## src/rtl/fetch_queue_unit.sv

```systemverilog
// Instruction fetch front end: PC, one-deep in-flight tracking and a DEPTH-entry fetch FIFO.
// Optional combinational bypass of an empty FIFO is enabled with `define FETCH_QUEUE_BYPASS_EN.
module fetch_queue_unit #(
  parameter int                ADDR_W   = 64,
  parameter int                INSTR_W  = 32,
  parameter int                DEPTH    = 4,
  parameter logic [ADDR_W-1:0] RESET_PC = '0
) (
  input  logic                         clk,
  input  logic                         reset,
  input  logic                         fetch_en,
  output logic                         imem_req,
  output logic [ADDR_W-1:0]            imem_addr,
  input  logic [INSTR_W-1:0]           imem_data,
  input  logic                         redirect,
  input  logic [ADDR_W-1:0]            redirect_pc,
  output logic                         out_valid,
  output logic [INSTR_W-1:0]           out_instr,
  output logic [ADDR_W-1:0]            out_pc,
  input  logic                         out_ready,
  output logic [$clog2(DEPTH+1)-1:0]   count
);
  localparam int PW = $clog2(DEPTH);
  localparam int CW = $clog2(DEPTH+1);

  typedef struct packed {
    logic [ADDR_W-1:0]  pc;
    logic [INSTR_W-1:0] instr;
  } entry_t;

  entry_t            mem [DEPTH];
  logic [PW-1:0]     rd_ptr, wr_ptr;
  logic [ADDR_W-1:0] fetch_pc, inflight_pc;
  logic              inflight;
  logic              fifo_valid, enq, deq;
  logic [CW:0]       credits;

  // Credits count the in-flight slot; a same-cycle dequeue is deliberately not credited.
  assign credits    = {1'b0, count} + {{CW{1'b0}}, inflight};
  assign imem_req   = fetch_en & ~reset & ~redirect & (credits < (CW+1)'(DEPTH));
  assign imem_addr  = fetch_pc;
  assign fifo_valid = (count != '0);
  assign deq        = fifo_valid & out_ready;

`ifdef FETCH_QUEUE_BYPASS_EN
  logic byp;
  assign byp       = ~fifo_valid & inflight & ~redirect & ~reset;
  assign out_valid = fifo_valid | byp;
  assign out_instr = byp ? imem_data   : mem[rd_ptr].instr;
  assign out_pc    = byp ? inflight_pc : mem[rd_ptr].pc;
  // A response consumed straight off the bypass never lands in the FIFO.
  assign enq       = inflight & ~(byp & out_ready);
`else
  assign out_valid = fifo_valid;
  assign out_instr = mem[rd_ptr].instr;
  assign out_pc    = mem[rd_ptr].pc;
  assign enq       = inflight;
`endif

  always_ff @(posedge clk) begin
    if (reset || redirect) begin
      rd_ptr   <= '0;
      wr_ptr   <= '0;
      count    <= '0;
      inflight <= 1'b0;
      fetch_pc <= reset ? RESET_PC : {redirect_pc[ADDR_W-1:2], 2'b00};
    end else begin
      if (enq) wr_ptr <= wr_ptr + 1'b1;
      if (deq) rd_ptr <= rd_ptr + 1'b1;
      case ({enq, deq})
        2'b10:   count <= count + 1'b1;
        2'b01:   count <= count - 1'b1;
        default: ;
      endcase
      inflight <= imem_req;
      if (imem_req) begin
        inflight_pc <= fetch_pc;
        fetch_pc    <= fetch_pc + ADDR_W'(4);
      end
    end
  end

  always_ff @(posedge clk) begin
    if (enq && !reset && !redirect) mem[wr_ptr] <= '{pc: inflight_pc, instr: imem_data};
  end
endmodule

```

## config.mk

```make
export PLATFORM = sky130hd
export DESIGN_NAME = fetch_queue_unit
export DESIGN_NICKNAME = d
export VERILOG_FILES = /design/src/rtl/fetch_queue_unit.sv
export SDC_FILE = /design/constraint.sdc
export NUM_CORES = 1
export LEC_CHECK = 0
export CAP_MARGIN = 10
export CORE_MARGIN = 10
export CORE_UTILIZATION = 40
export CTS_CLUSTER_DIAMETER = 80
export DETAILED_ROUTE_END_ITERATION = 10
export PLACE_DENSITY = 0.71
export SLEW_MARGIN = 20
export SYNTH_ARGS = -nofsm -noshare
export SYNTH_HDL_FRONTEND = slang
export SYNTH_SLANG_ARGS = --single-unit
```

## constraint.sdc

```tcl
create_clock -name clk -period 11.15 [get_ports clk]
set_input_delay 1.6725 -clock clk [delete_from_list [all_inputs] [get_ports clk]]
set_output_delay 1.6725 -clock clk [all_outputs]
set_load 0.02 [all_outputs]
```

==> summary.md <==
| Metric | Value |
|---|---|
| Most frequent CP cell | `clkdlybuf4s50_1` |
| Cell area after layout | `between 20000 and 30000 um^2` |
| Max incr delay on CP | `0.73 ns` |
| Setup Viol. Count Final | `0` |
| Critical path launch point type | `primary input` |
| Clk sinks | `510` |
| Worst path arrival time | `between 3 and 4 ns` |
| CP Data Required Time | `~9.5 ns` |
| Height of the die | `between 200 and 250 um` |
| Largest net degree at the start of global routing | `87` |
| HP Class | `flip-flop to flip-flop` |
| Combinational share of power | `0.054` |
| CTS Root Cell | `clkbuf_16` |
| First-pass GRT wire length | `76000 um` |
| Most frequent cells in the layout | `500 x edfxtp_1, 258 x clkdlybuf4s50_1, 94 x mux4_2` |
| All-Layer GR Usage | `0.167` |
| Die area | `~61000 um^2` |
| DRC errors left | `0` |
| Period utilisation layout | `0.500` |
| Static Leak | `0.00787 uW` |
| Maximum fanout along the worst path | `31` |
| Run status | `finished, final reports clean` |
| Initial antenna violation count | `4` |
| Post-CTS setup repair buffer count | `0` |
| Clock power frac | `0.409` |
| Final Hold Fails | `0` |
| Max-cap violations | `0` |
| Mean Syn Cell Area | `between 15 and 20 um^2` |
| Detailed Route WL | `about 50000 um` |
| Synth warn | `0` |
| I/O Buffers | `259` |
| Critical-path cell list | `clkdlybuf4s50_1 > buf_4 > nor2_1 > nand3b_1 > a31oi_1 > clkdlybuf4s50_1` |
| Crit-path slowest cell | `clkdlybuf4s50_1` |
| DR WL/cell | `around 25 um` |
| Number of DRC markers in iteration 0 | `a little under 1000` |
| H-tree depth | `2` |
| Fin crit period | `between 5 and 6 ns` |
| Setup Skew | `approximately 0.021 ns` |
| Core Footprint | `between 50000 and 60000 um^2` |
| Register area share after synthesis | `0.744` |
| Flops & latches, synth | `510` |
| Placed Area | `roughly 24000 um^2` |
| Setup crit end kind | `output pin` |
| Layout cell share with drive strength beyond 1 | `0.152` |
| Pwr Density | `about 160 nW/um^2` |
| Via count | `between 10000 and 15000` |
| Top FF cell, synth | `edfxtp_1` |
| Num CTS Buffers | `53` |
| GRT overflow | `0` |
| Vias per Instance | `between 5 and 6` |
| Slew Viols, Final | `0` |
| Yosys cell types | `56` |
| EDFF count, synth | `500` |
| Top Ports | `between 200 and 300` |
| Buf/Inv on CP | `3` |
| Crit path kind | `primary input to output pin` |
| Row count | `82` |
| Clock-pin slew on the worst setup and hold paths | `~0.06 ns` |
| Hold-fix buffers at CTS | `0` |
| Synthesized area | `~20000 um^2` |
| GP Congestion | `0.815` |
| Synth Instances | `approximately 1100` |
| Internal | `~3200 uW` |
| RSZ-0062 raised after global routing | `no` |
| Fmax | `179 MHz` |
| Worst IR Drop VDD | `between 0.00009 and 0.0001 V` |
| DP Wirelength | `33000 um` |
| Seq pwr share | `0.537` |
| Clock latency reported for the late side of the worst-skew pair | `a little under 0.6 ns` |
| Post-route ant nets | `0` |
| Post-route setup TNS | `0 ns` |
| Starting Density | `0.406` |
| Actual transition at the worst max-transition pin | `approximately 1.0 ns` |
| Max-slew headroom at the worst pin | `0.306` |
| P_sw | `883 uW` |
| Area added between synthesis and finish | `24.1%` |
| Maximum root-to-sink buffer count | `3` |
| Drt pass-1 iters | `5` |
| CTS resizes | `0` |
| Final net count | `between 1000 and 1500` |
| CTS tree | `done` |
| Asr flop ratio synth | `0` |
| Die W | `between 200 and 250 um` |
| Sw Share | `0.214` |
| Vias in the first global route | `between 10000 and 15000` |
| CP top delay family | `buffers and inverters` |
| Commonest non-fill, non-tap cell in the layout | `edfxtp_1` |
==> layer usage <==
metal,share of wire,track usage,wire length (um),vias up
li1,-,-,-,5020
met1,0.41,0.222,21200,5921
met2,0.47,0.263,24200,446
met3,0.10,0.0549,5310,62
met4,0.015,0.0356,765,6
met5,0.00060,0,31,-
==> sequential cells by signal (all words and copies together), names as in the netlist, named ones only <==
name	flops
inflight_pc	62
count	3
rd_ptr	2
imem_addr	62
wr_ptr	2
mem	376
enq	1
==> Yosys cell counts (2+ instances only) <==
master	count	area share
clkbuf_1	32	0.0059
dfxtp_1	10	0.0098
and2_1	9	0.0028
buf_1	5	0.00092
a211oi_1	26	0.0095
mux4_2	94	0.10
nor4_1	23	0.0070
inv_1	17	0.0031
nor2b_1	4	0.0012
nand4_1	29	0.0089
a31oi_1	4	0.0012
a211o_1	3	0.0013
or3b_1	2	0.00086
a32o_1	2	0.00098
nor4_2	11	0.0067
nand4_4	2	0.0021
nor2_1	63	0.012
buf_6	3	0.0017
nor3_1	18	0.0044
edfxtp_1	500	0.73
mux2i_1	15	0.0073
a2111oi_0	2	0.00086
buf_2	19	0.0046
a2111oi_1	2	0.00098
a21oi_1	12	0.0029
nand2_1	41	0.0075
xor2_1	11	0.0047
and4_1	18	0.0077
a22oi_1	3	0.0011
ha_1	6	0.0037
a211oi_2	2	0.0012
a311oi_1	3	0.0013
and3_1	13	0.0040
nand3_1	22	0.0054
xnor2_1	30	0.013
o21ai_0	9	0.0022
buf_4	4	0.0015
or3_1	7	0.0021
or4_1	4	0.0015
==> stage by stage <==
| stage | std cells | utilization | hold WS (ns) | total power (uW) | worst slack [ns] |
|---|---|---|---|---|---|
| after floorplan | 1100 | - | 0.459 | 2330 | 5.18 |
| after global placement | 1981 | 0.471 | 0.464 | 2470 | 5.67 |
| after detailed placement | 1981 | 0.471 | 0.483 | 2480 | 5.58 |
| after CTS | 2073 | 0.504 | 0.495 | 4170 | 5.57 |
| after global routing | 2073 | 0.504 | 0.510 | 4260 | 5.51 |
| final | 2077 | 0.504 | 0.485 | 4120 | 5.57 |
==> worst paths after layout <==
check                            endpoint  depth (start not counted)  slack, ns                      from
setup / recovery                 imem_req                          6       5.57                  redirect
hold / removal       mem[3][39]$_DFFE_PP_                          0       0.49  inflight_pc[7]$_DFFE_PP_
setup reg to reg  imem_addr[51]$_DFFE_PP_                          5       7.67    imem_addr[4]$_DFFE_PP_
hold reg to reg      mem[3][39]$_DFFE_PP_                          0       0.49  inflight_pc[7]$_DFFE_PP_
==> cell type report <==
class	count	area, um^2
fillers	4136	25000
flip-flops and latches	510	15200
multi-input cells	510	4920
repair buffers	272	2690
clock buffers	66	1380
well taps	672	841
clock inverters	26	263
inverters	17	63.8
diodes	4	10.0
==> power by group through the flow <==
| stage | sequential (uW) | clock [uW] | combinational [uW] |
|---|---|---|---|
| 2_1_floorplan | 2250 | 0 | 80.7 |
| 4_1_cts | 2210 | 1730 | 226 |
| 6_report | 2210 | 1690 | 223 |
| 3_5_place_dp | 2250 | 0 | 225 |
| 5_1_grt | 2220 | 1800 | 240 |
| 3_3_place_gp | 2250 | 0 | 222 |
==> cell families (layout without fill, tap and decap cells) <==
group / count (synthesis) / in the layout / synth area share
fa+ha+maj: 7 / 7 / 0.00465
other cells: 1 / 8 / 0.000183
buf+inv: 80 / 381 / 0.0177
mux: 110 / 110 / 0.111
compound gates: 71 / 71 / 0.0250
xor+xnor: 41 / 41 / 0.0176
flops: 510 / 510 / 0.744
simple gates: 277 / 277 / 0.0795
Note: power is estimated with default switching activity, not from simulation.
